**src/rtl/approx_add_pipe.sv**
```systemverilog
// Pipelined unsigned adder with a runtime-selectable exact or lower-part-OR (LOA) mode.
// The carry chain is split into STAGES equal segments. Each segment is registered, and every
// stage has valid/ready flow control.
// Optional feature macro: APPROX_ADD_STATS_EN adds delivered-beat error statistics. These are
// computed against an exact sum that travels down the pipe alongside each beat.
module approx_add_pipe #(
  parameter int unsigned WIDTH      = 16,
  parameter int unsigned APPROX_LSB = 4,
  parameter int unsigned STAGES     = 2
) (
  input  logic             clk,
  input  logic             rst_n,
  input  logic             in_valid,
  output logic             in_ready,
  input  logic [WIDTH-1:0] in_a,
  input  logic [WIDTH-1:0] in_b,
  input  logic             in_mode,
  output logic             out_valid,
  input  logic             out_ready,
  output logic [WIDTH:0]   out_sum,
  output logic             out_mode
`ifdef APPROX_ADD_STATS_EN
  ,
  output logic [31:0]      stat_beats,
  output logic [31:0]      stat_err_cnt,
  output logic [WIDTH-1:0] stat_max_err,
  input  logic             stat_clr
`endif
);

  localparam int SegW = int'(WIDTH / STAGES);
  localparam int K    = int'(APPROX_LSB);

  // Per-stage state: segment sums accumulated so far, carry out, raw operands, mode
  logic [STAGES-1:0]            r_vld;
  logic [STAGES-1:0]            r_mode;
  logic [STAGES-1:0]            r_cy;
  logic [STAGES-1:0][WIDTH-1:0] r_a;
  logic [STAGES-1:0][WIDTH-1:0] r_b;
  logic [STAGES-1:0][WIDTH-1:0] r_sum;

  // Inputs seen by each stage (port side for stage 0, previous register otherwise)
  logic [STAGES-1:0]            w_src_vld;
  logic [STAGES-1:0]            w_src_mode;
  logic [STAGES-1:0]            w_src_cy;
  logic [STAGES-1:0][WIDTH-1:0] w_src_a;
  logic [STAGES-1:0][WIDTH-1:0] w_src_b;
  logic [STAGES-1:0][WIDTH-1:0] w_src_sum;

  logic [STAGES-1:0][WIDTH-1:0] w_nxt_sum;
  logic [STAGES-1:0]            w_nxt_cy;
  logic [STAGES-1:0]            w_free;

  // Operand and register bits outside a stage's live segment are intentionally unread
  logic w_unused;
  assign w_unused = ^{r_a, r_b};

  // Route each stage's source: ports into stage 0, stage s-1 registers into stage s
  always_comb begin
    w_src_vld  = '0;
    w_src_mode = '0;
    w_src_cy   = '0;
    w_src_a    = '0;
    w_src_b    = '0;
    w_src_sum  = '0;
    w_src_vld[0]  = in_valid;
    w_src_mode[0] = in_mode;
    w_src_a[0]    = in_a;
    w_src_b[0]    = in_b;
    for (int s = 1; s < STAGES; s++) begin
      w_src_vld[s]  = r_vld[s-1];
      w_src_mode[s] = r_mode[s-1];
      w_src_cy[s]   = r_cy[s-1];
      w_src_a[s]    = r_a[s-1];
      w_src_b[s]    = r_b[s-1];
      w_src_sum[s]  = r_sum[s-1];
    end
  end

  // Ripple each stage's segment; in approx mode bits below K are OR'd and the only carry
  // leaving the OR region is a[K-1]&b[K-1], injected at bit K whichever segment holds it
  always_comb begin
    w_nxt_sum = w_src_sum;
    w_nxt_cy  = '0;
    for (int s = 0; s < int'(STAGES); s++) begin
      logic c;
      logic va;
      logic vb;
      int   idx;
      c = w_src_cy[s];
      for (int i = 0; i < SegW; i++) begin
        idx = s * SegW + i;
        va  = w_src_a[s][idx];
        vb  = w_src_b[s][idx];
        if (w_src_mode[s] && (idx < K)) begin
          w_nxt_sum[s][idx] = va | vb;
          c = (idx == K - 1) ? (va & vb) : 1'b0;
        end else begin
          w_nxt_sum[s][idx] = va ^ vb ^ c;
          c = (va & vb) | (c & (va ^ vb));
        end
      end
      w_nxt_cy[s] = c;
    end
  end

  // A stage may load when it is empty or its contents move on this cycle
  always_comb begin
    w_free = '0;
    w_free[STAGES-1] = ~r_vld[STAGES-1] | out_ready;
    for (int s = int'(STAGES) - 2; s >= 0; s--) begin
      w_free[s] = ~r_vld[s] | w_free[s+1];
    end
  end

  assign in_ready = w_free[0];

  // Pipeline registers; data only moves when a valid beat arrives, so a held output stays put
  always_ff @(posedge clk or negedge rst_n) begin
    if (!rst_n) begin
      r_vld  <= '0;
      r_mode <= '0;
      r_cy   <= '0;
      r_a    <= '0;
      r_b    <= '0;
      r_sum  <= '0;
    end else begin
      for (int s = 0; s < int'(STAGES); s++) begin
        if (w_free[s]) begin
          r_vld[s] <= w_src_vld[s];
          if (w_src_vld[s]) begin
            r_mode[s] <= w_src_mode[s];
            r_cy[s]   <= w_nxt_cy[s];
            r_a[s]    <= w_src_a[s];
            r_b[s]    <= w_src_b[s];
            r_sum[s]  <= w_nxt_sum[s];
          end
        end
      end
    end
  end

  assign out_valid = r_vld[STAGES-1];
  assign out_sum   = {r_cy[STAGES-1], r_sum[STAGES-1]};
  assign out_mode  = r_mode[STAGES-1];

`ifdef APPROX_ADD_STATS_EN
  logic [STAGES-1:0][WIDTH:0] r_ex;
  logic [STAGES-1:0][WIDTH:0] w_src_ex;
  logic                       w_deliver;
  logic [WIDTH:0]             w_diff;
  logic [WIDTH-1:0]           w_err;

  // Exact reference sum enters with the beat and follows it stage by stage
  always_comb begin
    w_src_ex    = '0;
    w_src_ex[0] = {1'b0, in_a} + {1'b0, in_b};
    for (int s = 1; s < STAGES; s++) begin
      w_src_ex[s] = r_ex[s-1];
    end
  end

  // Exact-sum shadow registers, loaded under the same enables as the main path
  always_ff @(posedge clk or negedge rst_n) begin
    if (!rst_n) begin
      r_ex <= '0;
    end else begin
      for (int s = 0; s < int'(STAGES); s++) begin
        if (w_free[s] && w_src_vld[s]) begin
          r_ex[s] <= w_src_ex[s];
        end
      end
    end
  end

  assign w_deliver = out_valid & out_ready;
  // LOA error is at most 2^K <= 2^(WIDTH-1), so the low WIDTH bits hold it exactly
  assign w_diff    = (out_sum >= r_ex[STAGES-1]) ? (out_sum - r_ex[STAGES-1])
                                                 : (r_ex[STAGES-1] - out_sum);
  assign w_err     = w_diff[WIDTH-1:0];

  logic w_unused_diff;
  assign w_unused_diff = w_diff[WIDTH];

  // Statistics counters; clear wins over a same-cycle update
  always_ff @(posedge clk or negedge rst_n) begin
    if (!rst_n) begin
      stat_beats   <= '0;
      stat_err_cnt <= '0;
      stat_max_err <= '0;
    end else if (stat_clr) begin
      stat_beats   <= '0;
      stat_err_cnt <= '0;
      stat_max_err <= '0;
    end else if (w_deliver) begin
      if (stat_beats != '1) stat_beats <= stat_beats + 32'd1;
      if ((w_err != '0) && (stat_err_cnt != '1)) stat_err_cnt <= stat_err_cnt + 32'd1;
      if (w_err > stat_max_err) stat_max_err <= w_err;
    end
  end
`endif

endmodule

```
**config.mk**
```make
export PLATFORM = sky130hd
export DESIGN_NAME = approx_add_pipe
export DESIGN_NICKNAME = d
export VERILOG_FILES = /design/src/rtl/approx_add_pipe.sv
export SDC_FILE = /design/constraint.sdc
export NUM_CORES = 1
export LEC_CHECK = 0
export BUFFER_PORTS_ARGS = -buffer_cell sky130_fd_sc_hd__buf_2
export CORE_UTILIZATION = 40
export CTS_BUF_LIST = sky130_fd_sc_hd__clkbuf_16
export CTS_CLUSTER_DIAMETER = 80
export CTS_CLUSTER_SIZE = 30
export DETAILED_ROUTE_END_ITERATION = 8
export GPL_TIMING_DRIVEN = 0
export HOLD_SLACK_MARGIN = 0.08
export SKIP_CTS_REPAIR_TIMING = 1
export SYNTH_ARGS = -nofsm -noshare
export SYNTH_HDL_FRONTEND = slang
export SYNTH_SLANG_ARGS = --single-unit
```
**constraint.sdc**
```tcl
create_clock -name clk -period 5.74 [get_ports clk]
set_input_delay 1.148 -clock clk [delete_from_list [all_inputs] [get_ports clk]]
set_output_delay 1.148 -clock clk [all_outputs]
set_load 0.1 [all_outputs]
```
==> results of run 1 <==
-- per-stage QoR --
step                cell area (µm²)  total power [mW]  util [%]
floorplan                      2530              1.13         -
global placement               2900              1.23      48.4
detailed placement             2900              1.24      48.4
CTS                            3060              1.56      51.0
global route                   3060              1.61      51.0
finish                         3060              1.54      51.0
-- how the worst min path moves through the flow --
stage               slack (ns)  cells past startpoint           to         from
floorplan                 0.48                      1    r_mode[1]    r_mode[0]
CTS                       0.50                      1    r_mode[1]    r_mode[0]
global placement          0.48                      1    r_mode[1]    r_mode[0]
global route              0.51                      1  out_sum[13]  out_sum[13]
finish                    0.50                      1  out_sum[13]  out_sum[13]
detailed placement        0.49                      1    r_mode[1]    r_mode[0]
-- layout make-up --
class	instances	area, µm²	area share [%]
buffer	21	184	6.02
clock buffer	5	125	4.10
clock inverter	2	33.8	1.11
inverter	25	93.8	3.07
multi-input combinational	79	1100	36.0
sequential	46	1150	37.7
tap	75	93.8	3.07
timing repair buffer	55	275	9.01
-- synth_stat cells --
| master | n | area [µm²] |
|---|---|---|
| mux2i_1 | 10 | 100 |
| nand2_8 | 1 | 20.0 |
| buf_12 | 2 | 40.0 |
| dfrtp_1 | 46 | 1150 |
| ha_1 | 6 | 75.1 |
| nand2b_1 | 3 | 18.8 |
| buf_2 | 1 | 5.00 |
| buf_6 | 1 | 11.3 |
| nand2_4 | 1 | 11.3 |
| mux2_2 | 14 | 158 |
| or2b_1 | 1 | 7.51 |
| or2_2 | 2 | 12.5 |
| buf_4 | 17 | 128 |
| nand3b_4 | 1 | 20.0 |
| inv_1 | 25 | 93.8 |
| mux2_4 | 25 | 375 |
| fa_1 | 15 | 300 |
-- cells by family (layout without fill, tap and decap cells) --
| logic type | Yosys count | in the layout | share of synthesized area, % |
|---|---|---|---|
| DFF | 46 | 46 | 45.5 |
| and+or+nand+nor | 9 | 9 | 3.56 |
| adders and majority gates | 21 | 21 | 14.9 |
| muxes | 49 | 49 | 25.0 |
| buffers and inverters | 46 | 108 | 11.0 |
-- sequential cells by signal, summed over array words and instances (netlist names) --
signal,count
r_cy,2
r_b,8
r_mode,2
r_sum,8
r_a,8
r_vld,2
out_sum,16
-- metal layers --
| metal | up-vias | wire length, µm | track usage, % |
|---|---|---|---|
| li1 | 650 | - | - |
| met1 | 681 | 1750 | 18.0 |
| met2 | 27 | 1850 | 19.8 |
| met3 | 9 | 165 | 3.44 |
| met4 | 0 | 84 | 7.50 |
| met5 | - | 0 | 0 |
-- power by group through the flow --
stage               Clock, mW  Sequential (mW)  Combinational (mW)
floorplan                   0            0.475               0.653
global placement            0            0.470               0.760
detailed placement          0            0.472               0.767
CTS                     0.323            0.467               0.771
global route            0.334            0.478               0.801
finish                  0.314            0.465               0.760
==> run metrics, run 1 <==
status finished clean; sequential area share after synthesis 45.5%; CP startpoint in_mode; most used cell, CP fa_1; GR Overflow Total 0; slowest CP cell fa_1; Worst VDD drop 0.274 mV; CTS Root Cell clkbuf_16; crit start category primary input; clk buf depth 2; Comb power frac 49.4%; WL/cell 12.5 µm; die width slightly above 80 µm; # rows 28; worst min path class reg -> reg; Area Growth Syn to Fin 20.9%; drt first pass iters 3; Clock Latency Late Sink 0.28 ns; RSZ-0062 raised after global routing false; Die Ht 81.5 µm; vias in the first global route 1377; r2r setup slk 1.99 ns; yosys warns 0; Worst R2R Start r_cy[0]; CP endpoint kind register; Worst Clk Skew 0.00494 ns; critical path arrival 4.49 ns; count of cell types in the netlist 17; core area 5990 µm²; Reg clk slew, reported paths 0.06 ns; Max Slew Vio Count 0; Crit path required time 5.91 ns; Achievable Freq 232 MHz; Avg Inst Size Synth 14.8 µm²; Syn Std Cell Area about 2500 µm²; vias per inst 4.44; setup TNS 0 ns; DRT iter0 DRCs 35; share of layout cells above drive strength 1 54.1%; Cell Pwr Density 503 nW/µm²; Gate Count Post-Synth 171; Detail Route Antenna Nets 0; post-route setup slack 1.42 ns; Initial Util between 40% and 50%; Flop pwr share between 30% and 40%; internal power 847 µW; die area around 6600 µm²; Final Hold Viols 0; I/O pins 57; critical path class in -> reg; clk sinks 46; Worst path top cell family by delay adder cells; placed insts 301; via count about 1400; WL final 3850 µm; CP Buf/Inv Count 2; Setup WS pre-CTS 1.08 ns; IO Port Bufs 55; Max-slew headroom 32.4%; Tmin final approximately 4.3 ns; Post-layout nets just under 300; All-Layer GR Usage 13.4%; fin crit share 75.2%; Clock power frac 20.4%; Synth Register Bits 46; Max Cap Violations 0; crit path cell chain buf_2 -> nand2b_1 -> fa_1 -> or2_2 -> fa_1 -> or2_2 -> fa_1 -> mux2i_1 -> fa_1 -> fa_1 -> fa_1 -> inv_1 -> fa_1 -> mux2i_1; TritonCTS clock tree done; NetSw ~690 µW; most common cell after layout, fill and taps aside buf_2; final setup vio count 0; fin cells 308; Slew @ Worst Pin 1.01 ns; ANT cells 0; CP max FO 9; commonest non-fill, non-tap cells in the layout 56 x buf_2, 46 x dfrtp_1, 25 x inv_1, 25 x mux2_4, 17 x buf_4; largest net degree at the start of global routing 47; R2R cell count 12; HPWL Detailed ~2900 µm; Post-Syn Nets approximately 230; Hold Slack 0.504 ns; CP peak stage delay around 0.48 ns; GP Congestion 0.652; H-tree depth 2; CP Capture Point r_sum[7]; initial antenna violation count 0; switch share between 40 and 50%; first-pass GRT wire length about 6400 µm; r2r endpoint out_sum[15]; cts bufs inserted 5; number of fill cells in the layout 534; drc violations 0; Crit path depth 14; static leakage power around 1.6 nW
Note: power is estimated with default switching activity, not from simulation.
==> inputs of run 2 (changes only) <==
--- a/config.mk
+++ b/config.mk
@@ -5,6 +5,7 @@
 export SDC_FILE = /design/constraint.sdc
 export NUM_CORES = 1
 export LEC_CHECK = 0
+export ABC_AREA = 1
 export BUFFER_PORTS_ARGS = -buffer_cell sky130_fd_sc_hd__buf_2
 export CORE_UTILIZATION = 40
 export CTS_BUF_LIST = sky130_fd_sc_hd__clkbuf_16
==> constraint.sdc (replaced) <==
create_clock -name clk -period 3.7 [get_ports clk]
set_input_delay 0.74 -clock clk [delete_from_list [all_inputs] [get_ports clk]]
set_output_delay 0.74 -clock clk [all_outputs]
set_load 0.1 [all_outputs]
==> run 2 against run 1 <==
Effect of this change:
- highest routed layer unchanged
- combinational power is 53% higher
- clock power rose by 32%
- synthesized area shrank 0.15%
- the flow now finishes with violations (setup timing)
- sequential cell count stayed put
- largest cell class unchanged
- setup slack worse by 1.4 ns
- count of clock-buffer cells in the layout is the same
- largest power group unchanged
==> run metrics, run 2 <==
max FFs per register 16 (unchanged); die area 6630 µm² (was 6640 µm²); drt first pass iters 4 (was 3); DRT iter0 DRCs 102 (was 35); Worst Hold Depth 2 (was 1); area fraction of the dominant cell type after synthesis 45.6% (was 45.5%); Detail Route Antenna Nets 0 (unchanged); commonest non-fill, non-tap cells in the layout 100 x nand2_1, 57 x buf_2, 46 x dfrtp_1, 39 x nand3_1, 23 x inv_1 (was 56 x buf_2, 46 x dfrtp_1, 25 x inv_1, 25 x mux2_4, 17 x buf_4); Clock Latency Late Sink 0.28 ns (about the same); ys async rst share 100% (unchanged); critical path class in -> reg (unchanged); TritonCTS clock tree done (unchanged); Post-Syn Nets 335 (was 229); fin crit share 100%; synth cell count leaders 101 x nand2_1, 46 x dfrtp_1, 39 x nand3_1, 27 x inv_1, 21 x buf_4 (was 46 x dfrtp_1, 25 x inv_1, 25 x mux2_4, 17 x buf_4, 15 x fa_1); static leakage power 1.72 nW (was 1.59 nW); hold endpoint r_a[15] (was out_sum[13]); Synth Flop Type dfrtp_1 (unchanged); die width 81.4 µm (was 81.5 µm); crit path cell chain buf_8 -> ha_4 -> nand2_2 -> fa_2 -> or2_4 -> fa_2 -> or2_4 -> fa_2 -> o21ai_4 -> fa_2 -> fa_2 -> fa_2 -> inv_2 -> fa_1 -> nand3b_1 -> nand2_1 (was buf_2 -> nand2b_1 -> fa_1 -> or2_2 -> fa_1 -> or2_2 -> fa_1 -> mux2i_1 -> fa_1 -> fa_1 -> fa_1 -> inv_1 -> fa_1 -> mux2i_1); Synth Register Bits 46 (unchanged); CP endpoint kind register (unchanged); IO Port Bufs 54 (was 55); initial antenna violation count 0 (unchanged); Final Hold Viols 0 (unchanged); Worst VDD drop 0.472 mV (was 0.274 mV); ANT cells 0 (unchanged); Initial Util 42.1% (was 42.2%); RSZ-0062 raised after global routing true (was false); Hold Slack 0.470 ns (was 0.504 ns); Achievable Freq 269 MHz; Crit path required time 3.87 ns (was 5.91 ns); share of layout cells above drive strength 1 34.3% (was 54.1%); placed insts 406 (was 301); Die Ht 81.4 µm (was 81.5 µm); Max Slew Vio Count 0 (unchanged); Slew @ Worst Pin 1.00 ns (was 1.01 ns); clk sinks 46 (unchanged); cell with the most instances after synthesis nand2_1 (was dfrtp_1); vias per inst 4.40 (was 4.44); All-Layer GR Usage 16.4% (was 13.4%); clk buf depth 2 (unchanged); slowest CP cell fa_1 (unchanged); GP Congestion 0.775 (was 0.652); HPWL Detailed 3520 µm (was 2860 µm); yosys warns 0 (unchanged); r2r endpoint out_sum[15] (unchanged); Tmin final 3.72 ns; count of cell types in the netlist 15 (was 17); Worst R2R Start r_cy[0] (unchanged); fin cells 413 (was 308); GR Overflow Total 0 (unchanged); Max-slew headroom 33.2% (was 32.4%); Reg clk slew, reported paths 0.06 ns (about the same); Hold Path Origin r_a[15] (was out_sum[13]); worst min path class reg -> reg (unchanged); Post-synth EDFFs 0 (unchanged); CP peak stage delay 0.46 ns (was 0.48 ns); most common cell after layout, fill and taps aside nand2_1 (was buf_2); CP max FO 2 (was 9); crit start category primary input (unchanged); cell taking the most area after synthesis dfrtp_1 (unchanged); Max Cap Violations 0 (unchanged); post-route setup slack -0.0166 ns (was 1.42 ns); WL/cell 11.2 µm (was 12.5 µm); sequential area share after synthesis 45.6% (was 45.5%); Avg Inst Size Synth 9.11 µm² (was 14.8 µm²); Setup WS pre-CTS -0.506 ns (was 1.08 ns); Post-layout nets 396 (was 291); Cell Pwr Density 735 nW/µm² (was 503 nW/µm²); Syn Std Cell Area 2520 µm² (was 2530 µm²); final setup vio count 1 (was 0); R2R cell count 12 (unchanged); Worst Clk Skew 0.00517 ns (was 0.00494 ns); cts bufs inserted 5 (unchanged); most used cell, CP fa_2 (was fa_1); I/O pins 57 (unchanged); Synth area leaders dfrtp_1 46%, nand2_1 15%, fa_1 12% (was dfrtp_1 46%, mux2_4 15%, fa_1 12%); vias in the first global route 1785 (was 1377); critical path arrival 3.89 ns (was 4.49 ns); WL final 4640 µm (was 3850 µm); CTS Root Cell clkbuf_16 (unchanged); status complete, but fails checks (was finished clean); failing checks setup timing; Area Growth Syn to Fin 23.5% (was 20.9%); # rows 28 (unchanged); drc violations 0 (unchanged); first-pass GRT wire length 8200 µm (was 6400 µm); largest net degree at the start of global routing 47 (unchanged); via count 1817 (was 1367); Gate Count Post-Synth 277 (was 171); core area 5990 µm² (unchanged); r2r setup slk 0.15 ns (was 1.99 ns); H-tree depth 2 (unchanged)
run 2: where the power goes:
group | leakage [nW] | internal (mW) | switching [mW]
sequential | 0.565 | 0.634 | 0.0807
clock | 0.0694 | 0.244 | 0.172
combinational | 1.09 | 0.298 | 0.863
run 2: worst max path at each step:
stage	start	end
floorplan	in_mode	r_sum[7]
detailed placement	in_a[0]	r_sum[7]
global placement	in_a[0]	r_sum[7]
CTS	in_a[0]	r_sum[7]
finish	in_a[0]	r_sum[7]
global route	in_a[0]	r_sum[7]
run 2: worst max-delay path, delay by kind of cell:
kind                       cells  cell delay [ns]
buffers and inverters          2             0.11
AOI/OAI and AO/OA              1             0.15
and+or+nand+nor                5             0.68
adders and majority gates      8             2.19
run 2: per-layer routing:
| metal | vias up | GRT usage, % | share of wire [%] |
|---|---|---|---|
| met5 | - | 0 | 0 |
| met4 | 0 | 5.36 | 1.0 |
| met3 | 5 | 3.22 | 4.2 |
| met2 | 45 | 26.3 | 46 |
| met1 | 822 | 22.4 | 48 |
| li1 | 945 | - | - |
run 2: kinds of logic (layout without fill, tap and decap cells):
group | count (synthesis) | after routing | synth area share (%)
simple gates | 148 | 148 | 25.5
buf+inv | 58 | 119 | 13.2
flops | 46 | 46 | 45.6
fa+ha+maj | 21 | 21 | 14.9
compound gates | 4 | 4 | 0.793
run 2: area by class of cell:
type / count / area [µm²]
multi-input combinational: 173 / 1100
clock buffer: 5 / 125
tap: 75 / 93.8
inverter: 27 / 106
clock inverter: 2 / 10.0
buffer: 31 / 248
fill: 599 / 2870
sequential: 46 / 1150
timing repair buffer: 54 / 287
run 2: stage by stage:
step,TNS (ns),util [%],power (mW),area (µm²)
5_1_grt,-0.178,52.0,2.43,3120
3_3_place_gp,-1.10,49.0,1.87,2930
3_5_place_dp,-1.21,49.0,1.88,2930
6_report,-0.0166,52.0,2.29,3120
4_1_cts,-0.433,51.2,2.30,3070
2_1_floorplan,-0.303,-,1.69,2570
